==> config.mk <==
export PLATFORM = sky130hd
export DESIGN_NAME = fnd_scan_100
export DESIGN_NICKNAME = d
export VERILOG_FILES = /design/src/rtl/fnd_pkg.sv /design/src/rtl/fnd_decoder.sv /design/src/rtl/fnd_scan_100.sv
export SDC_FILE = /design/constraint.sdc
export NUM_CORES = 1
export LEC_CHECK = 0
export ABC_CLOCK_PERIOD_IN_PS = 3300
export BUFFER_PORTS_ARGS = -buffer_cell sky130_fd_sc_hd__buf_2
export CAP_MARGIN = 40
export CORE_ASPECT_RATIO = 0.75
export CORE_UTILIZATION = 37
export DETAILED_ROUTE_END_ITERATION = 8
export PLACE_DENSITY_LB_ADDON = 0.2
export SLEW_MARGIN = 25
export SYNTH_ARGS = -nofsm -noshare
export SYNTH_HDL_FRONTEND = slang
export SYNTH_SLANG_ARGS = --single-unit
==> constraint.sdc <==
create_clock -name clk -period 3.3 [get_ports clk]
set_input_delay 0.33 -clock clk [delete_from_list [all_inputs] [get_ports clk]]
set_output_delay 0.33 -clock clk [all_outputs]
set_load 0.005 [all_outputs]
==> src/rtl/fnd_pkg.sv <==
// Shared types and constants for the two-digit seven-segment scanner:
// FSM states, active-low segment codes, and the double-dabble step helpers.
package fnd_pkg;

  typedef enum logic [1:0] {
    ST_IDLE   = 2'd0,
    ST_CONV   = 2'd1,
    ST_UPDATE = 2'd2
  } state_t;

  // Active-low {g,f,e,d,c,b,a} codes for the decimal digits
  localparam logic [6:0] SEG_0     = 7'h40;
  localparam logic [6:0] SEG_1     = 7'h79;
  localparam logic [6:0] SEG_2     = 7'h24;
  localparam logic [6:0] SEG_3     = 7'h30;
  localparam logic [6:0] SEG_4     = 7'h19;
  localparam logic [6:0] SEG_5     = 7'h12;
  localparam logic [6:0] SEG_6     = 7'h02;
  localparam logic [6:0] SEG_7     = 7'h78;
  localparam logic [6:0] SEG_8     = 7'h00;
  localparam logic [6:0] SEG_9     = 7'h10;
  localparam logic [6:0] SEG_BLANK = 7'h7F;

  localparam logic [2:0] CONV_STEPS = 3'd7;

  function automatic logic [6:0] clamp99(input logic [6:0] v);
    return (v > 7'd99) ? 7'd99 : v;
  endfunction

  // One double-dabble step on {tens, ones, binary[6:0]}: adjust then shift
  function automatic logic [14:0] dd_step(input logic [14:0] s);
    logic [14:0] a;
    a = s;
    a[10:7]  = (a[10:7]  >= 4'd5) ? (a[10:7]  + 4'd3) : a[10:7];
    a[14:11] = (a[14:11] >= 4'd5) ? (a[14:11] + 4'd3) : a[14:11];
    return {a[13:0], 1'b0};
  endfunction

endpackage

==> src/rtl/fnd_decoder.sv <==
// Combinational 4-bit to active-low 7-segment mapping; blank forces all
// segments off, and out-of-range nibbles also decode as blank.
module fnd_decoder
  import fnd_pkg::*;
(
  input  logic [3:0] nib,
  input  logic       blank,
  output logic [6:0] seg
);

  // Digit lookup with blank override
  always_comb begin
    seg = SEG_BLANK;
    if (blank) begin
      seg = SEG_BLANK;
    end else begin
      case (nib)
        4'd0:    seg = SEG_0;
        4'd1:    seg = SEG_1;
        4'd2:    seg = SEG_2;
        4'd3:    seg = SEG_3;
        4'd4:    seg = SEG_4;
        4'd5:    seg = SEG_5;
        4'd6:    seg = SEG_6;
        4'd7:    seg = SEG_7;
        4'd8:    seg = SEG_8;
        4'd9:    seg = SEG_9;
        default: seg = SEG_BLANK;
      endcase
    end
  end

endmodule

==> src/rtl/fnd_scan_100.sv <==
// Two-digit display driver: converts a 0..99 count to BCD with a serial
// double-dabble FSM and time-multiplexes the two digits onto one segment bus.
module fnd_scan_100 #(
  parameter int unsigned P_SCAN_DIV = 1000,
  parameter bit          P_BLANK_LZ = 1'b1
) (
  input  logic       clk,
  input  logic       reset_n,
  input  logic [6:0] i_cnt,
  output logic [7:0] o_bcd,
  output logic       o_ovf,
  output logic       o_busy,
  output logic [1:0] o_com,
  output logic [6:0] o_seg
);
  import fnd_pkg::*;

  localparam logic [15:0] DIV_LAST = 16'(P_SCAN_DIV - 1);

  state_t      state;
  logic [6:0]  r_cnt_q;
  logic [6:0]  r_disp_bin;
  logic [6:0]  snap;
  logic        ovf_snap;
  logic [14:0] sreg;
  logic [2:0]  step_cnt;
  logic [15:0] div;
  logic        tc;
  logic        next_tens;
  logic        blank;
  logic [3:0]  nib;
  logic [6:0]  dec_seg;

  // Input capture and conversion FSM
  always_ff @(posedge clk) begin
    if (!reset_n) begin
      state      <= ST_IDLE;
      r_cnt_q    <= 7'd0;
      r_disp_bin <= 7'd0;
      snap       <= 7'd0;
      ovf_snap   <= 1'b0;
      sreg       <= 15'd0;
      step_cnt   <= 3'd0;
      o_bcd      <= 8'h00;
      o_ovf      <= 1'b0;
      o_busy     <= 1'b0;
    end else begin
      r_cnt_q <= i_cnt;
      case (state)
        ST_IDLE: begin
          if (r_cnt_q != r_disp_bin) begin
            snap     <= r_cnt_q;
            ovf_snap <= (r_cnt_q > 7'd99);
            sreg     <= {8'h00, clamp99(r_cnt_q)};
            step_cnt <= 3'd0;
            o_busy   <= 1'b1;
            state    <= ST_CONV;
          end else begin
            o_busy   <= 1'b0;
            state    <= ST_IDLE;
          end
        end
        ST_CONV: begin
          sreg     <= dd_step(sreg);
          step_cnt <= step_cnt + 3'd1;
          o_busy   <= 1'b1;
          if (step_cnt == CONV_STEPS - 3'd1) begin
            state <= ST_UPDATE;
          end else begin
            state <= ST_CONV;
          end
        end
        ST_UPDATE: begin
          // Display register takes the clamped BCD; compare value stays unclamped
          o_bcd      <= sreg[14:7];
          o_ovf      <= ovf_snap;
          r_disp_bin <= snap;
          o_busy     <= 1'b0;
          state      <= ST_IDLE;
        end
        default: begin
          o_busy <= 1'b0;
          state  <= ST_IDLE;
        end
      endcase
    end
  end

  // Select the digit that will be active after this edge and its segment source
  always_comb begin
    tc        = (div == DIV_LAST);
    next_tens = tc ? o_com[1] : ~o_com[1];
    nib       = next_tens ? o_bcd[7:4] : o_bcd[3:0];
    blank     = next_tens && (P_BLANK_LZ != 1'b0) && (o_bcd[7:4] == 4'd0);
  end

  fnd_decoder u_decoder (
    .nib   (nib),
    .blank (blank),
    .seg   (dec_seg)
  );

  // Scan divider and registered digit enables / segments
  always_ff @(posedge clk) begin
    if (!reset_n) begin
      div   <= 16'd0;
      o_com <= 2'b10;
      o_seg <= SEG_0;
    end else begin
      div   <= tc ? 16'd0 : (div + 16'd1);
      o_com <= next_tens ? 2'b01 : 2'b10;
      o_seg <= dec_seg;
    end
  end

endmodule
==> run_results.csv <==
group,metric,value,unit
cts,numCtsBuffers,9,
die,io_pins,28,
sta,period_needed,3010,ps
cts,cts.sinks,77,
grt,grt_max_degree,62,
grt,groute.usage.overall,0.152,
sta,slew_violations,0,
detailed_routing,ant_nets,0,
grt,grt_overflow,0,
synthesis,yosysWarnings,0,
grt,antenna_found_initial,0,
sta,skew,4.76,ps
grt,grt_pass1_vias,2430,
cts,cts_buffer_depth,2,
power_and_ir_drop,leakage,1.59,nW
cts,cts_resized,0,
hold_path,min_path_type,"input pin to flop",
cts,clockRootBuffer,"clkbuf_16",
worst_setup_path,worst_path_most_repeated_cell,"ha_1",
sta,setup-tns-final,0,ps
worst_setup_path,crit_family,"simple AND/OR/NAND/NOR gates",
placed_design,port_buffers,27,
synthesis,synth_area,3510,µm²
power_and_ir_drop,power.density,488,nW/µm²
cts,clk-insertion-delay-late,330,ps
sta,hold_viol_final,0,
worst_setup_path,critPathKind,"flop to flop",
cts,cts_tree,"yes",
die,start_util,0.385,
detailed_routing,post_drt_wl_per_cell,12.5,µm
worst_setup_path,critical-path-slowest-cell,"dfxtp_1",
die,coreArea,9120,µm²
detailed_routing,firstDrtPassIters,4,
sta,slew_headroom,0.472,
sta,worst_pin_slew,790,ps
worst_setup_path,reg2regPathDepth,13,
synthesis,synth_ff_type,"dfxtp_1",
worst_setup_path,critPathCaptureType,"flop",
grt,grt_pass1_wl,11.6,mm
detailed_routing,drt_iter0_drc,224,
synthesis,synth-seq-cells,77,
final_layout,drive_gt1_frac,0.127,
sta,finalSetupViolCount,0,
cts,holdBufCountCts,0,
detailed_routing,drc_errors,0,
final_layout,fillers,913,
placed_design,gp_congestion,0.807,
worst_setup_path,worstPathMaxFanout,11,
job,maxCapViolCount,0,
cts,path_clk_slew,60,ps
synthesis,synth_area_per_cell,8.77,µm²
worst_setup_path,worstReg2RegEnd,"o_seg[4]",
synthesis,synth_async_sr_flop_share,0,
detailed_routing,wl,6.94,mm
synthesis,ys_types,41,
worst_setup_path,worst-path-buf-inv,1,
sta,rsz0062_at_grt,"false",
hold_path,timing.hold.worst.start,"i_cnt[3]",
worst_setup_path,crit_cells,13,
final_layout,regArea,1540,µm²
final_layout,syn_to_final_growth,15.1,%
die,die_h,86.3,µm
worst_setup_path,r2r_setup_slack,290,ps
hold_path,holdPathEnd,"r_cnt_q[3]",
worst_setup_path,critical_path.reg2reg.startpoint,"div[0]",
power_and_ir_drop,ir_worst_vdd,0.248,mV
status,status,"finished, final reports clean",
worst_setup_path,max_stage_delay,390,ps
synthesis,syn_inst,400,
cts,post-cts-setup-buffers,0,
sta,timing.final.crit_share,0.913,
final_layout,n_antenna_cell,0,
die,num_rows,30,
worst_setup_path,worstSetupStartpointType,"flop",
worst_setup_path,critPathArrivalTime,3230,ps
die,design.die.area,9880,µm²
sta,max_freq,0.332,GHz
detailed_routing,dr_total_vias,2700,
synthesis,ys_seq_area_frac,0.439,
synthesis,synth_edf_count,0,
die,die_w,114,µm
placed_design,hpwl,4.63,mm
synthesis,syn_nets,421,
hold_path,worstHoldPathCells,2,
detailed_routing,vias_per_cell,4.87,
final_layout,fin_nets,443,
final_layout,multi_input_area,1840,µm²
power_and_ir_drop,p_total,1.97,mW
cts,h-tree-depth,3,
worst_setup_path,crit_chain,"ha_1 > and4bb_2 > nand4_4 > xor2_4 > buf_4 > a21oi_1 > ha_1 > nand2_1 > o31a_1 > a22oi_1 > mux2_2 > o311ai_1 > and3_1",
worst_setup_path,worstPathRequired,3520,ps
worst max-delay path by stage:
| stage | endpoint | slack [ps] | from |
|---|---|---|---|
| after floorplan | o_seg[4] | 360 | div[0] |
| after global placement | o_seg[4] | 440 | div[0] |
| after detailed placement | o_seg[4] | 290 | div[0] |
| after CTS | o_seg[4] | 300 | div[0] |
| after global routing | o_seg[4] | 50 | div[0] |
| final | o_seg[4] | 290 | div[0] |
per-stage QoR:
stage	worst slack (ps)	area, µm²	util	hold WS (ps)	cells
global route	49.1	4040	0.443	210	554
floorplan	365	3510	-	436	400
detailed placement	295	3770	0.413	460	538
CTS	295	4030	0.442	198	553
finish	289	4040	0.443	207	554
global placement	441	3770	0.413	449	538
cell families after synthesis:
kind of cell / Yosys count / synth area share
multiplexers: 14 / 0.0442
flip-flops: 77 / 0.439
buffers and inverters: 37 / 0.0406
AND/OR/NAND/NOR: 164 / 0.234
AO/OA/AOI/OAI: 71 / 0.132
adder cells (fa/ha/maj): 12 / 0.0428
XOR/XNOR: 25 / 0.0677
power breakdown:
part,internal [mW],leakage (nW),switching (mW)
Clock,0.523,0.129,0.350
Combinational,0.0521,0.833,0.0722
Sequential,0.956,0.626,0.0193
Total,1.53,1.59,0.441
state kept, by name (all words and copies together), names as in the netlist:
signal,count
o_bcd,8
step_cnt,3
snap,7
state,2
o_com,2
div,16
ovf_snap,1
o_ovf,1
r_disp_bin,7
o_busy,1
r_cnt_q,7
o_seg,7
sreg,15
final cells by class:
class / instances / area share
clock buffer: 13 / 0.0620
sequential: 77 / 0.382
inverter: 15 / 0.0139
clock inverter: 2 / 0.00248
tap: 128 / 0.0397
multi-input combinational: 286 / 0.455
timing repair buffer: 33 / 0.0455
cell usage after synthesis, types with 2 or more instances:
cell type	number	area, µm²
inv_1	15	56.3
a221oi_1	2	17.5
ha_1	12	150
and3_1	4	25.0
buf_2	3	15.0
o21ai_1	3	15.0
nor2_1	37	139
nand2b_1	4	25.0
a21oi_1	16	80.1
nand2_1	54	203
xor2_1	13	114
nand4_1	7	43.8
xnor2_1	11	96.3
o21a_1	3	22.5
and3b_1	2	17.5
and2_1	16	100
nand3_1	15	75.1
mux2_2	2	22.5
o211ai_1	2	15.0
o21ai_0	16	80.1
a21boi_0	22	165
clkbuf_1	18	67.6
nor2b_1	13	81.3
nor3_1	7	35.0
dfxtp_1	77	1540
mux2i_1	11	110
cells in the final DEF (no fill, tap or decap), types with 3 or more instances in the layout:
| cell type | synthesis | layout |
|---|---|---|
| xor2_1 | 13 | 13 |
| nor2b_1 | 13 | 13 |
| o21ai_1 | 3 | 3 |
| nand2_1 | 54 | 54 |
| nand3_1 | 15 | 15 |
| mux2i_1 | 11 | 11 |
| xnor2_1 | 11 | 11 |
| buf_4 | 0 | 5 |
| dfxtp_1 | 77 | 77 |
| a21oi_1 | 16 | 16 |
| nand2b_1 | 4 | 4 |
| clkbuf_1 | 18 | 3 |
| clkbuf_16 | 0 | 9 |
| inv_1 | 15 | 15 |
| o21a_1 | 3 | 3 |
| nand4_1 | 7 | 7 |
| and2_1 | 16 | 16 |
| and3_1 | 4 | 4 |
| nor3_1 | 7 | 7 |
| nor2_1 | 37 | 37 |
| buf_2 | 3 | 27 |
| o21ai_0 | 16 | 16 |
| a21boi_0 | 22 | 22 |
| ha_1 | 12 | 12 |
metal layers:
layer  vias up  global-route usage  share of wire
li1       1387                   -              -
met1      1245               0.210           0.53
met2        60               0.224           0.41
met3         8              0.0497          0.042
met4         0              0.0484          0.013
met5         -                   0              0
(Power assumes the default switching activity.)
